===== config.mk =====
export PLATFORM = sky130hd
export DESIGN_NAME = mem_stage
export DESIGN_NICKNAME = d
export VERILOG_FILES = /design/src/rtl/mem_stage_pkg.sv /design/src/rtl/load_align.sv /design/src/rtl/mem_stage.sv
export SDC_FILE = /design/constraint.sdc
export NUM_CORES = 1
export LEC_CHECK = 0
export BUFFER_PORTS_ARGS = -buffer_cell sky130_fd_sc_hd__buf_2
export CORE_AREA = 3 3 196 198
export CTS_BUF_LIST = sky130_fd_sc_hd__clkbuf_4 sky130_fd_sc_hd__clkbuf_8
export DETAILED_ROUTE_END_ITERATION = 6
export DIE_AREA = 0 0 199 201
export GPL_ROUTABILITY_DRIVEN = 0
export MAX_ROUTING_LAYER = met4
export PLACE_DENSITY = 0.59
export SLEW_MARGIN = 40
export SYNTH_ARGS = -nofsm -noshare
export SYNTH_HDL_FRONTEND = slang
export SYNTH_SLANG_ARGS = --single-unit

===== constraint.sdc =====
create_clock -name clk -period 6.9 [get_ports clk]
set_input_delay 0.345 -clock clk [delete_from_list [all_inputs] [get_ports clk]]
set_output_delay 0.345 -clock clk [all_outputs]
set_load 0.03 [all_outputs]

===== src/rtl/mem_stage_pkg.sv =====
// ----------------------------------------------------------------------------
// mem_stage_pkg
// Shared pipeline definitions for the EXE -> MEM -> WB boundary:
//   - bus widths for EXE_to_MEM_bus, MEM_to_WB_bus and MEM_fwd_bus
//   - LSB offsets of every field on the two stage buses
//   - packed structs whose member order matches the bus layouts, MSB first
// ----------------------------------------------------------------------------
package mem_stage_pkg;

   localparam int EXE_TO_MEM_BUS_W = 213;
   localparam int MEM_TO_WB_BUS_W  = 207;
   localparam int MEM_FWD_BUS_W    = 39;

   // EXE_to_MEM_bus field LSB offsets
   localparam int EM_DEST_LSB         = 0;
   localparam int EM_GR_WE_LSB        = 5;
   localparam int EM_RES_FROM_MEM_LSB = 6;
   localparam int EM_ALU_RESULT_LSB   = 7;
   localparam int EM_PC_LSB           = 39;
   localparam int EM_OP_H_LSB         = 71;
   localparam int EM_OP_B_LSB         = 72;
   localparam int EM_UNSIGNED_LD_LSB  = 73;
   localparam int EM_VADDR_LSB        = 74;
   localparam int EM_CSR_NUM_LSB      = 76;
   localparam int EM_CSRXCHG_LSB      = 90;
   localparam int EM_CSRWR_LSB        = 91;
   localparam int EM_CSRRD_LSB        = 92;
   localparam int EM_ERTN_LSB         = 93;
   localparam int EM_SYSCALL_LSB      = 94;
   localparam int EM_RKD_LSB          = 95;
   localparam int EM_RJ_LSB           = 127;
   localparam int EM_EX_CODE_LSB      = 159;
   localparam int EM_RDCNTVH_W_LSB    = 174;
   localparam int EM_RDCNTVL_W_LSB    = 175;
   localparam int EM_RDCNTID_LSB      = 176;
   localparam int EM_BRK_LSB          = 177;
   localparam int EM_EX_BADDR_LSB     = 178;
   localparam int EM_EX_ALE_LSB       = 210;
   localparam int EM_EX_INE_LSB       = 211;
   localparam int EM_EX_ADEF_LSB      = 212;

   // MEM_to_WB_bus field LSB offsets
   localparam int MW_DEST_LSB         = 0;
   localparam int MW_GR_WE_LSB        = 5;
   localparam int MW_FINAL_RESULT_LSB = 6;
   localparam int MW_PC_LSB           = 38;
   localparam int MW_CSR_NUM_LSB      = 70;
   localparam int MW_CSRXCHG_LSB      = 84;
   localparam int MW_CSRWR_LSB        = 85;
   localparam int MW_CSRRD_LSB        = 86;
   localparam int MW_ERTN_LSB         = 87;
   localparam int MW_SYSCALL_LSB      = 88;
   localparam int MW_RKD_LSB          = 89;
   localparam int MW_RJ_LSB           = 121;
   localparam int MW_EX_CODE_LSB      = 153;
   localparam int MW_RDCNTVH_W_LSB    = 168;
   localparam int MW_RDCNTVL_W_LSB    = 169;
   localparam int MW_RDCNTID_LSB      = 170;
   localparam int MW_BRK_LSB          = 171;
   localparam int MW_EX_BADDR_LSB     = 172;
   localparam int MW_EX_ALE_LSB       = 204;
   localparam int MW_EX_INE_LSB       = 205;
   localparam int MW_EX_ADEF_LSB      = 206;

   typedef struct packed {
      logic        ex_adef;
      logic        ex_ine;
      logic        ex_ale;
      logic [31:0] ex_baddr;
      logic        brk;
      logic        rdcntid;
      logic        rdcntvl_w;
      logic        rdcntvh_w;
      logic [14:0] ex_code;
      logic [31:0] rj;
      logic [31:0] rkd;
      logic        syscall;
      logic        ertn;
      logic        csrrd;
      logic        csrwr;
      logic        csrxchg;
      logic [13:0] csr_num;
      logic [1:0]  vaddr;
      logic        unsigned_ld;
      logic        op_b;
      logic        op_h;
      logic [31:0] pc;
      logic [31:0] alu_result;
      logic        res_from_mem;
      logic        gr_we;
      logic [4:0]  dest;
   } exe_to_mem_bus_t;

   typedef struct packed {
      logic        ex_adef;
      logic        ex_ine;
      logic        ex_ale;
      logic [31:0] ex_baddr;
      logic        brk;
      logic        rdcntid;
      logic        rdcntvl_w;
      logic        rdcntvh_w;
      logic [14:0] ex_code;
      logic [31:0] rj;
      logic [31:0] rkd;
      logic        syscall;
      logic        ertn;
      logic        csrrd;
      logic        csrwr;
      logic        csrxchg;
      logic [13:0] csr_num;
      logic [31:0] pc;
      logic [31:0] final_result;
      logic        gr_we;
      logic [4:0]  dest;
   } mem_to_wb_bus_t;

endpackage


===== src/rtl/load_align.sv =====
// ----------------------------------------------------------------------------
// load_align
// Combinational load-data alignment and extension.
//   rdata       : 32-bit word read from data SRAM
//   vaddr       : low two address bits of the load
//   op_b / op_h : byte / half load (neither set = word load)
//   unsigned_ld : zero-extend when 1, sign-extend when 0
//   data        : aligned, extended 32-bit result
// ----------------------------------------------------------------------------
module load_align (
   input  logic [31:0] rdata,
   input  logic [1:0]  vaddr,
   input  logic        op_b,
   input  logic        op_h,
   input  logic        unsigned_ld,
   output logic [31:0] data
);

   logic [7:0]  byte_sel;
   logic [15:0] half_sel;

   // NOTE: every signal written in always_comb gets a default first so no
   // path leaves it unassigned, which would otherwise infer a latch.
   always_comb begin
      byte_sel = rdata[7:0];
      case (vaddr)
         2'b01:   byte_sel = rdata[15:8];
         2'b10:   byte_sel = rdata[23:16];
         2'b11:   byte_sel = rdata[31:24];
         default: byte_sel = rdata[7:0];
      endcase
   end

   assign half_sel = vaddr[1] ? rdata[31:16] : rdata[15:0];

   always_comb begin
      data = rdata;
      if (op_b) begin
         data = {{24{~unsigned_ld & byte_sel[7]}}, byte_sel};
      end else if (op_h) begin
         data = {{16{~unsigned_ld & half_sel[15]}}, half_sel};
      end
   end

endmodule


===== src/rtl/mem_stage.sv =====
// ----------------------------------------------------------------------------
// mem_stage
// Memory stage of the pipeline: registers the EXE payload, aligns/extends
// load data from the data SRAM, and offers the result to WB.
//   clk, reset        : clock (rising edge), async active-high reset
//   WB_allowin        : WB accepts an instruction this cycle
//   MEM_allowin       : MEM accepts from EXE
//   EXE_to_MEM_valid  : EXE offers an instruction
//   EXE_to_MEM_bus    : EXE payload
//   data_sram_rdata   : SRAM read data, valid the cycle after the EXE request
//   exec_flush        : exception/ertn flush from WB
//   MEM_to_WB_valid   : payload offered to WB
//   MEM_to_WB_bus     : WB payload
//   MEM_fwd_bus       : {we, dest, result, is_csr_or_cnt} bypass to ID
//   MEM_ex_out        : valid MEM instruction carries an exception or ertn
//   out_MEM_valid     : raw MEM valid
// ----------------------------------------------------------------------------
module mem_stage
   import mem_stage_pkg::*;
(
   input  logic                        clk,
   input  logic                        reset,
   input  logic                        WB_allowin,
   output logic                        MEM_allowin,
   input  logic                        EXE_to_MEM_valid,
   input  logic [EXE_TO_MEM_BUS_W-1:0] EXE_to_MEM_bus,
   input  logic [31:0]                 data_sram_rdata,
   input  logic                        exec_flush,
   output logic                        MEM_to_WB_valid,
   output logic [MEM_TO_WB_BUS_W-1:0]  MEM_to_WB_bus,
   output logic [MEM_FWD_BUS_W-1:0]    MEM_fwd_bus,
   output logic                        MEM_ex_out,
   output logic                        out_MEM_valid
);

   logic            mem_valid;
   exe_to_mem_bus_t bus_r;
   logic            rdata_buf_valid;
   logic [31:0]     rdata_buf;
   logic [31:0]     load_src;
   logic [31:0]     load_data;
   logic [31:0]     final_result;
   logic            advance;
   mem_to_wb_bus_t  wb_bus;

   // MEM always completes in one cycle, so readiness is just downstream space.
   assign MEM_allowin     = ~mem_valid | WB_allowin;
   assign MEM_to_WB_valid = mem_valid;
   assign out_MEM_valid   = mem_valid;
   assign advance         = mem_valid & WB_allowin;

   // NOTE: sequential state uses non-blocking assignments so every register
   // samples the pre-edge values of the others, independent of statement order.
   always_ff @(posedge clk or posedge reset) begin
      if (reset) begin
         mem_valid <= 1'b0;
         bus_r     <= '0;
      end else begin
         if (exec_flush) begin
            mem_valid <= 1'b0;
         end else if (MEM_allowin) begin
            mem_valid <= EXE_to_MEM_valid;
         end
         if (MEM_allowin && EXE_to_MEM_valid) begin
            bus_r <= exe_to_mem_bus_t'(EXE_to_MEM_bus);
         end
      end
   end

   // The SRAM only presents read data for one cycle. If WB stalls, the word
   // is captured on the first stalled edge and used until the instruction
   // leaves, so the WB payload stays stable for the whole stall.
   always_ff @(posedge clk or posedge reset) begin
      if (reset) begin
         rdata_buf_valid <= 1'b0;
         rdata_buf       <= '0;
      end else if (exec_flush || advance) begin
         rdata_buf_valid <= 1'b0;
      end else if (mem_valid && !rdata_buf_valid) begin
         rdata_buf_valid <= 1'b1;
         rdata_buf       <= data_sram_rdata;
      end
   end

   assign load_src = rdata_buf_valid ? rdata_buf : data_sram_rdata;

   load_align u_load_align (
      .rdata       (load_src),
      .vaddr       (bus_r.vaddr),
      .op_b        (bus_r.op_b),
      .op_h        (bus_r.op_h),
      .unsigned_ld (bus_r.unsigned_ld),
      .data        (load_data)
   );

   assign final_result = bus_r.res_from_mem ? load_data : bus_r.alu_result;

   assign MEM_ex_out = mem_valid & (bus_r.ex_adef | bus_r.ex_ine | bus_r.ex_ale |
                                    bus_r.syscall | bus_r.brk | bus_r.ertn);

   // A faulting instruction never writes its destination, so it must not
   // be offered for bypass either.
   assign MEM_fwd_bus = {mem_valid & bus_r.gr_we & ~MEM_ex_out,
                         bus_r.dest,
                         final_result,
                         bus_r.csrrd | bus_r.csrwr | bus_r.csrxchg |
                         bus_r.rdcntid | bus_r.rdcntvl_w | bus_r.rdcntvh_w};

   always_comb begin
      wb_bus              = '0;
      wb_bus.ex_adef      = bus_r.ex_adef;
      wb_bus.ex_ine       = bus_r.ex_ine;
      wb_bus.ex_ale       = bus_r.ex_ale;
      wb_bus.ex_baddr     = bus_r.ex_baddr;
      wb_bus.brk          = bus_r.brk;
      wb_bus.rdcntid      = bus_r.rdcntid;
      wb_bus.rdcntvl_w    = bus_r.rdcntvl_w;
      wb_bus.rdcntvh_w    = bus_r.rdcntvh_w;
      wb_bus.ex_code      = bus_r.ex_code;
      wb_bus.rj           = bus_r.rj;
      wb_bus.rkd          = bus_r.rkd;
      wb_bus.syscall      = bus_r.syscall;
      wb_bus.ertn         = bus_r.ertn;
      wb_bus.csrrd        = bus_r.csrrd;
      wb_bus.csrwr        = bus_r.csrwr;
      wb_bus.csrxchg      = bus_r.csrxchg;
      wb_bus.csr_num      = bus_r.csr_num;
      wb_bus.pc           = bus_r.pc;
      wb_bus.final_result = final_result;
      wb_bus.gr_we        = bus_r.gr_we;
      wb_bus.dest         = bus_r.dest;
   end

   assign MEM_to_WB_bus = wb_bus;

endmodule


==> results of run 1 <==
-- power by group through the flow --
| stage | combinational (mW) | clock, mW | sequential (mW) |
|---|---|---|---|
| 2_1_floorplan | 1.16 | 0 | 1.76 |
| 3_3_place_gp | 1.29 | 0 | 1.81 |
| 3_5_place_dp | 1.30 | 0 | 1.82 |
| 4_1_cts | 1.42 | 1.50 | 1.79 |
| 5_1_grt | 1.50 | 1.55 | 1.82 |
| 6_report | 1.41 | 1.43 | 1.80 |
-- path summary, 6_finish.rpt --
kind	startpoint	depth (start not counted)	to
worst max-delay path	bus_r[6]	5	MEM_to_WB_bus[26]
worst min-delay path	data_sram_rdata[29]	2	rdata_buf[29]
worst max register to register	MEM_to_WB_valid	4	MEM_to_WB_bus[192]
worst min register to register	MEM_to_WB_bus[199]	1	MEM_to_WB_bus[199]
max in group asynchronous	reset	5	MEM_to_WB_bus[204]
min in group asynchronous	reset	4	MEM_to_WB_bus[199]
-- synth_stat cells, types with 2 or more instances --
cell type / number
a21oi_1: 14
a221o_1: 6
a22oi_1: 10
buf_1: 5
buf_2: 29
buf_4: 213
buf_6: 2
clkbuf_1: 9
clkinv_1: 2
dfrtp_1: 247
inv_1: 3
mux2_2: 254
mux2i_1: 58
nand2_1: 16
nand2b_1: 5
nand3_1: 10
nor2_1: 24
nor2b_1: 3
nor3_1: 3
nor4_1: 2
o221ai_1: 7
o22ai_1: 21
-- layout make-up --
cell class              instances  area, sq um
inverters                       5         22.5
flip-flops and latches        247         6180
multi-input cells             447         4290
well taps                     468          586
fillers                      3324        19600
diodes                          8         20.0
repair buffers                753         5060
clock buffers                  70          888
clock inverters                 7         37.5
-- sequential cells by signal, summed over array words and instances, names as in the netlist --
name             count
MEM_to_WB_bus      170
MEM_fwd_bus          5
MEM_to_WB_valid      1
bus_r               38
rdata_buf_valid      1
rdata_buf           32
-- layer usage --
metal / vias to the layer above / wire [microns]
li1: 4241 / -
met1: 4525 / 15300
met2: 389 / 19100
met3: 77 / 2500
met4: 0 / 1250
met5: - / 0
-- kinds of logic after synthesis --
logic type	synth area share (%)
multiplexers	28.5
AND/OR/NAND/NOR	2.48
flip-flops	50.3
AO/OA/AOI/OAI	3.69
buffers and inverters	15.0
-- timing repair --
action	4_1_cts	5_1_grt
endpoints found under the hold margin	368	0
hold buffers	245	0
buffers inserted	0	0
-- per-stage QoR --
step           cell area, sq um  setup WS (ns)  hold WS [ns]  util [%]
4_1_cts                   17000           2.78       0.00100      46.4
3_3_place_gp              13600           3.50         0.480      37.2
3_5_place_dp              13700           3.47         0.487      37.2
6_report                  17100           3.03        0.0647      46.6
2_1_floorplan             12300           3.31         0.408         -
5_1_grt                   17100           2.84        0.0237      46.6
-- critical path, cell delays in order, from the launching register on --
cell and delay [ns]:
dfrtp_1 0.76, nand2_1 0.48, o21bai_1 0.33, or4_1 0.83
nand3_1 0.29, buf_2 0.25
==> results.md, run 1 <==
- Status: completed
- Synth Flop Type: dfrtp_1
- Met3 GRT Util: 4.75%
- Core region area: ~0.037 sq mm
- Via count: ~9.2k
- DRC: 0
- CP required: roughly 6.6 ns
- Met1 usage: a little over a fifth
- #FFs+latches synth: roughly 250
- Global routing usage on met2: 32.6%
- Clock-pin transition on the worst setup and hold timing paths: ~0.060 ns
- WP data arrival: about 3.5 ns
- Sink Count: 247
- Cell taking the most area after synthesis: dfrtp_1
- Worst Max-Slew Pin Slew: about 0.75 ns
- CTS H-tree depth: 2
- Comb pwr share: approximately 30%
- Synth-to-Final Area Change: 39.1%
- Number of global-route vias before repair: ~10k
- Final-report hold violation count: 0
- Syn avg cell area: 12.8 sq um
- Worst hold path class: in2reg
- MaxCap Viol Count: 0
- Post-Syn Instances: approximately 960
- Final instance count without filler cells: between 2k and 2.5k
- Endpoint type of the worst setup path: output port
- Setup-failing EPs final: 0
- Setup TNS Final: 0 ns
- Total CTS buffers: 45
- Synthesized area: 0.0123 sq mm
- Internal: just over 3 mW
- Largest net degree at the start of global routing: 130
- Global Route Usage Sum: 19.2%
- Port Buffers: 499
- Total gr overflow: 0
- Syn nets: between 1k and 1.5k
- TritonCTS clock tree: yes
- # rows: 70
- CP Max Fanout: 19
- Clk root buf: clkbuf_8
- Post-layout min period: around 3.9 ns
- Wirelength, routed: 38.1 mm
- Die H: 201 microns
- YS warnings: 0
- Switching pwr: 1.61 mW
- Post-DP HPWL: around 27 mm
- Total power per unit cell area: 271 mW/mm^2
- Post-DR wirelength/cell: 19.0 microns
- Max Clock Freq: about 260 MHz
- CTS max path bufs: 3
- IR drop worst, VDD: 0.000171 V
- Yosys top cell area share: 50.3%
- Initial core utilization: around a third
- Die area: approximately 0.040 sq mm
- Share of layout cells above drive strength 1: a little under three fifths
- Initial DRC count: approximately 370
- Most common cell after layout, fill and taps aside: buf_2
- Busiest grt layer: met2
- RSZ-0062 raised after global routing: no
- Initial antenna violation count: 8
- Lkg Pwr: 8.11 nW
- Worst reg-to-reg setup slack: 4.43 ns
- CP Launch Type: flop
- Async set or reset register ratio after synthesis: 100%
- Routed Antenna Nets: 0
- Overall Power: ~4.6 mW
- Layout Skew: between 0.02 and 0.03 ns
- Part of the power in registers: between 30% and 40%
- Via density: approximately 4.6
- First-pass GRT wire length: 57.6 mm
- IO Count: 500
- Register area share after synthesis: 50.3%
- Rel. slew slack: roughly half
- Most frequent cells in the layout: buf_2 (499), mux2_2 (254), dfrtp_1 (245), dlygate4sd3_1 (245)
- Type of the worst setup path: reg2out
- Cell variety after synth: 36
- Post-synth EDFFs: 0
- Die width: 199 microns
- Placed Cells: 1674
- Clk_lat worst skew: roughly 0.59 ns
- Clk pwr share: 30.8%
- Final Max Slew Viols: 0
- Final net count: about 1.7k
- Period Utilization, post-route: between 50% and 60%
- Synth area leaders: dfrtp_1 (50%), mux2_2 (23%), buf_4 (13%)
- Sw frac: 34.8%
- CTS resizes: 0
- DR pass1 iterations: 4
Note: power is estimated with default switching activity, not from simulation.
==> run 2: changes to the inputs <==
clock period = 3.2 ns   (was 6.9 ns; I/O delays follow)
==> run 2 against run 1 <==
  * Utilization rose by 0.61 points
  * Non-clock buffer count rose by 19
  * Cell count rose by 1.1%
  * Register-to-register slack got worse by 3.4 ns
  * Clock-buffer cell count rose by 6
  * Total power rose by 120%
  * Wire length rose by 1.9%
  * First-iteration DRC count fell by 8.7%
  * Clock skew barely moved
  * Cell area rose by 1.3%
  * Sequential cell count did not move
  * Combinational power rose by 120%
  * Critical path type unchanged
  * Largest cell class unchanged
==> results.md, run 2 (synthesis gave the netlist of run 1 again) <==
- Post-DP HPWL: between 20 and 30 mm
- Number of global-route vias before repair: 10.0k
- IR drop worst, VDD: between 0.0003 and 0.0004 V
- Rel. slew slack: 57.7%
- Core Util, Final: between 40% and 50%
- Setup bufs post-CTS: 0
- Total CTS buffers: 47
- Setup TNS Final: 0 ns
- Total gr overflow: 0
- CTS H-tree depth: 2
- Port Buffers: approximately 500
- Synth-to-Final Area Change: 41.0%
- Via count: a little over 9k
- TritonCTS clock tree: yes
- Via density: 4.59
- Sink Count: about 250
- WP data arrival: between 2 and 3 ns
- Max reg flops: 170
- Setup-failing EPs final: 0
- Lkg Pwr: roughly 8.2 nW
- Clk root buf: clkbuf_8
- Post-DR wirelength/cell: roughly 19 microns
- CP required: between 3 and 4 ns
- Status: completed
- Final-report hold violation count: 0
- Period Utilization, post-route: between 90% and 100%
- Total power per unit cell area: between 500 and 600 mW/mm^2
- DR pass1 iterations: 4
- Die area: about 0.04 sq mm
- Wirelength, routed: 38.9 mm
- CTS max path bufs: 3
- Die H: between 200 and 250 microns
- Initial antenna violation count: 7
- Die width: between 150 and 200 microns
- Core region area: 0.0367 sq mm
- Max Clock Freq: 333 MHz
- Global Route Usage Sum: roughly a fifth
- Worst hold slack: between 0.1 and 0.15 ns
- Layout Skew: 0.0280 ns
- Worst hold path class: in2async
- Type of the worst setup path: reg2out
- Clk_lat worst skew: around 0.60 ns
- Final Max Slew Viols: 0
- DRC: 0
- Clock-pin transition on the worst setup and hold timing paths: 0.05 ns
- Endpoint type of the worst setup path: output port
- Routed Antenna Nets: 0
- Share of layout cells above drive strength 1: 56.0%
- Worst Max-Slew Pin Slew: between 0.6 and 0.7 ns
- # rows: 70
- Post-layout min period: ~3.0 ns
- Final net count: 1770
- Most common cell after layout, fill and taps aside: buf_2
- Most frequent cells in the layout: buf_2 (499), mux2_2 (254), dlygate4sd3_1 (248)
- IO Count: 500
- First-pass GRT wire length: 58.2 mm
- MaxCap Viol Count: 0
- Largest net degree at the start of global routing: 69
- CP Max Fanout: 11
- Initial DRC count: 336
- CP Launch Type: flop
- Initial core utilization: 33.5%
- RSZ-0062 raised after global routing: no
==> run 2: final cells by class <==
class                      instances  area (sq um)
multi-input combinational        447          4280
inverter                           5          22.5
antenna                            7          17.5
fill                            3271         19400
clock inverter                     6          57.6
tap                              468           586
timing repair buffer             772          5230
sequential                       247          6180
clock buffer                      76           933
==> run 2: stage by stage <==
stage / area, sq um / std cells / setup slack (ns) / power, mW
after floorplan: 12300 / 957 / -0.206 / 6.30
after global placement: 13800 / 1690 / 0.849 / 6.72
after detailed placement: 13800 / 1691 / 0.784 / 6.76
after CTS: 17300 / 2021 / 0.109 / 10.3
after global routing: 17300 / 2027 / 0.0440 / 10.7
final: 17300 / 2028 / 0.199 / 10.2
==> run 2: worst paths after layout <==
kind	to	slack (ns)	startpoint	depth (start not counted)
max	MEM_to_WB_bus[10]	0.20	bus_r[75]	5
min	MEM_to_WB_bus[123]	0.13	reset	3
max reg2reg	MEM_to_WB_bus[128]	1.05	MEM_to_WB_valid	4
min reg2reg	MEM_to_WB_bus[57]	0.50	MEM_to_WB_bus[57]	1
max in group asynchronous	MEM_to_WB_bus[63]	2.10	reset	5
min in group clk	rdata_buf_valid	0.16	WB_allowin	3
==> run 2: repair_timing <==
item | in CTS | in global routing
endpoints found under the setup margin | 0 | 6
gates resized for setup | 0 | 1
hold buffers | 248 | 0
endpoints found under the hold margin | 360 | 0
==> run 2: power by group <==
group	total (mW)	internal (mW)	switching, mW
Combinational	3.11	1.23	1.88
Clock	3.25	1.91	1.34
Sequential	3.86	3.57	0.289
Total	10.2	6.71	3.51
==> run 2: critical path, cell delays in order (launching register included) <==
cell and delay [ns]:
dfrtp_1 0.61, nand2_1 0.43, mux2i_1 0.26, o22ai_1 0.10
a21oi_1 0.53, buf_2 0.32
==> run 2: metal layers <==
metal | global-route usage [%] | part of all wire (%) | vias to the layer above
li1 | - | - | 4281
met1 | 22.5 | 39 | 4558
met2 | 33.5 | 51 | 403
met3 | 4.11 | 6.7 | 59
met4 | 6.40 | 2.5 | 0
met5 | - | 0 | -
==> run 3: changes to the inputs <==
CORE_AREA = 3 3 192 194   (was 3 3 196 198)
DIE_AREA = 0 0 195 197   (was 0 0 199 201)
clock period = 3.8 ns   (was 3.2 ns; I/O delays follow)
==> run 3 against run 2 <==
  * The flow now finishes with violations (DRC)
  * Utilization rose by 1.6 points
  * Cell area fell by 0.23%
  * Register-to-register slack improved by 0.48 ns
  * Clock skew fell by 0.0010 ns
  * Setup slack improved by 0.082 ns
  * Non-clock buffer count fell by 10
  * Combinational power fell by 16%
  * Critical path depth did not move
  * Clock-buffer cell count rose by 1
  * Critical path type unchanged
  * Largest cell class unchanged
==> results.md, run 3 (synthesis gave the netlist of run 1 again) <==
- Worst r2r src: MEM_to_WB_valid
- CTS H-tree depth: 2
- DRC: 4
- Hold Path Depth: 3
- Worst hold slack: ~0.14 ns
- Max reg flops: 170
- Lkg Pwr: slightly above 8 nW
- Die area: between 0.03 and 0.04 sq mm
- Layout Skew: 0.0269 ns
- Via density: around 4.6
- DR pass1 iterations: 7
- First-pass GRT wire length: 58.3 mm
- Initial DRC count: about 230
- Most common cell after layout, fill and taps aside: buf_2
- Max Clock Freq: ~280 MHz
- FILL cells: between 3k and 4k
- Synth-to-Final Area Change: 40.6%
- Rel. slew slack: between 40% and 50%
- CP required: between 3 and 4 ns
- Largest net degree at the start of global routing: about 130
- CP Max Fanout: 18
- Core region area: around 0.035 sq mm
- Type of the worst setup path: reg2out
- Setup-failing EPs final: 0
- IR drop worst, VDD: roughly 0.00037 V
- Total CTS buffers: 45
- Worst R2R Path Depth: 4
- Via count: between 9k and 10k
- Status: complete, but fails checks
- Routed Antenna Nets: 0
- WP data arrival: between 3 and 4 ns
- Clk root buf: clkbuf_8
- CP Launch Type: flop
- Number of global-route vias before repair: just over 10k
- Global Route Usage Sum: about 20%
- Worst hold path class: in2reg
- Global routing usage on met2: 34.8%
- Share of layout cells above drive strength 1: about 56%
- Final Max Slew Viols: 0
- Overall Power: about 8.6 mW
- Worst hold start: WB_allowin
- Placed inst area: roughly 0.014 sq mm
- Die width: just under 200 microns
- Setup TNS Final: 0 ns
- Die H: just under 200 microns
- Wirelength, routed: between 30 and 40 mm
- Most frequent cells in the layout: buf_2 (499), mux2_2 (254), dlygate4sd3_1 (248)
- Initial core utilization: a little over a third
- Failing checks: DRC
- TritonCTS clock tree: yes
- Hold Crit Endpoint: rdata_buf_valid
- Total gr overflow: 0
- Final-report hold violation count: 0
- Clock-pin transition on the worst setup and hold timing paths: ~0.05 ns
- MaxCap Viol Count: 0
- Setup bufs post-CTS: 0
- RR Endpoint: MEM_to_WB_bus[117]
- # rows: 69
- CTS max path bufs: 3
- Post-DR wirelength/cell: about 19 microns
- Endpoint type of the worst setup path: output port
- Period Utilization, post-route: just over 90%
- Total power per unit cell area: 498 mW/mm^2
- Post-DP HPWL: roughly 28 mm
- Met3 GRT Util: ~4.4%
- Worst Max-Slew Pin Slew: approximately 0.83 ns
- Clk_lat worst skew: 0.59 ns
- Post-layout min period: between 3 and 4 ns
- Final net count: between 1.5k and 2k
- Initial antenna violation count: 7
- Busiest grt layer: met2
- Sink Count: around 250
- RSZ-0062 raised after global routing: no
- IO Count: 500
- Port Buffers: ~500
- Worst reg-to-reg setup slack: between 1.5 and 2 ns
- Final Cell Area: 0.0173 sq mm
- Met1 usage: 21.9%
run 3: changes by cell type in the layout (fill, tap and decap cells not counted):
cell / delta
buf_4: -12
clkinv_2: +1
nor2_2: +1
or4_1: +1
bufinv_16: -1
or4_4: -1
clkbuf_8: +6
clkbuf_4: -5
nor2_1: -1
buf_12: +2
run 3: cell type report:
class | count | area [sq um] | share of cell area (%)
repair buffers | 762 | 5180 | 30.0
flip-flops and latches | 247 | 6180 | 35.8
diodes | 7 | 17.5 | 0.101
well taps | 461 | 577 | 3.34
clock buffers | 77 | 978 | 5.67
multi-input cells | 447 | 4280 | 24.8
inverters | 5 | 22.5 | 0.130
clock inverters | 6 | 32.5 | 0.188
run 3: metrics by stage:
stage	cells	setup WS (ns)	utilization (%)
floorplan	957	0.364	-
global placement	1674	1.06	38.9
detailed placement	1674	0.895	38.9
CTS	2005	0.220	48.7
global route	2012	0.0804	48.8
finish	2012	0.281	48.8
run 3: worst max-delay path by stage:
stage              start                end  slack, ns  cells past startpoint
4_1_cts        bus_r[75]    MEM_fwd_bus[16]       0.22                      5
2_1_floorplan      reset    MEM_fwd_bus[33]       0.36                      1
3_5_place_dp   bus_r[75]    MEM_fwd_bus[16]       0.90                      5
6_report       bus_r[75]    MEM_fwd_bus[16]       0.28                      5
5_1_grt        bus_r[75]    MEM_fwd_bus[15]       0.08                      5
3_3_place_gp    bus_r[6]  MEM_to_WB_bus[27]       1.06                      5
run 3: what timing repair did:
| item | 4_1_cts | 5_1_grt |
|---|---|---|
| setup endpoints to repair | 0 | 0 |
| hold endpoints to repair | 494 | 0 |
| hold buffers | 248 | 0 |
| resized for setup | 0 | 0 |
run 3: layer usage:
metal | vias up | share of wire, %
li1 | 4255 | -
met1 | 4574 | 39
met2 | 395 | 51
met3 | 81 | 6.3
met4 | 0 | 3.6
met5 | - | 0
run 3: worst max-delay path: stages, from the launching register on:
cell	delay (ns)
dfrtp_1	0.73
nor2b_1	0.64
nor2b_1	0.27
or4_1	0.55
o221ai_1	0.30
buf_2	0.25
run 3: where the power goes:
part	total [mW]	leakage (nW)	internal [mW]	switching (mW)
combinational	2.60	4.77	1.03	1.57
sequential	3.26	2.90	3.00	0.257
clock	2.75	0.540	1.62	1.13
total	8.61	8.21	5.65	2.96
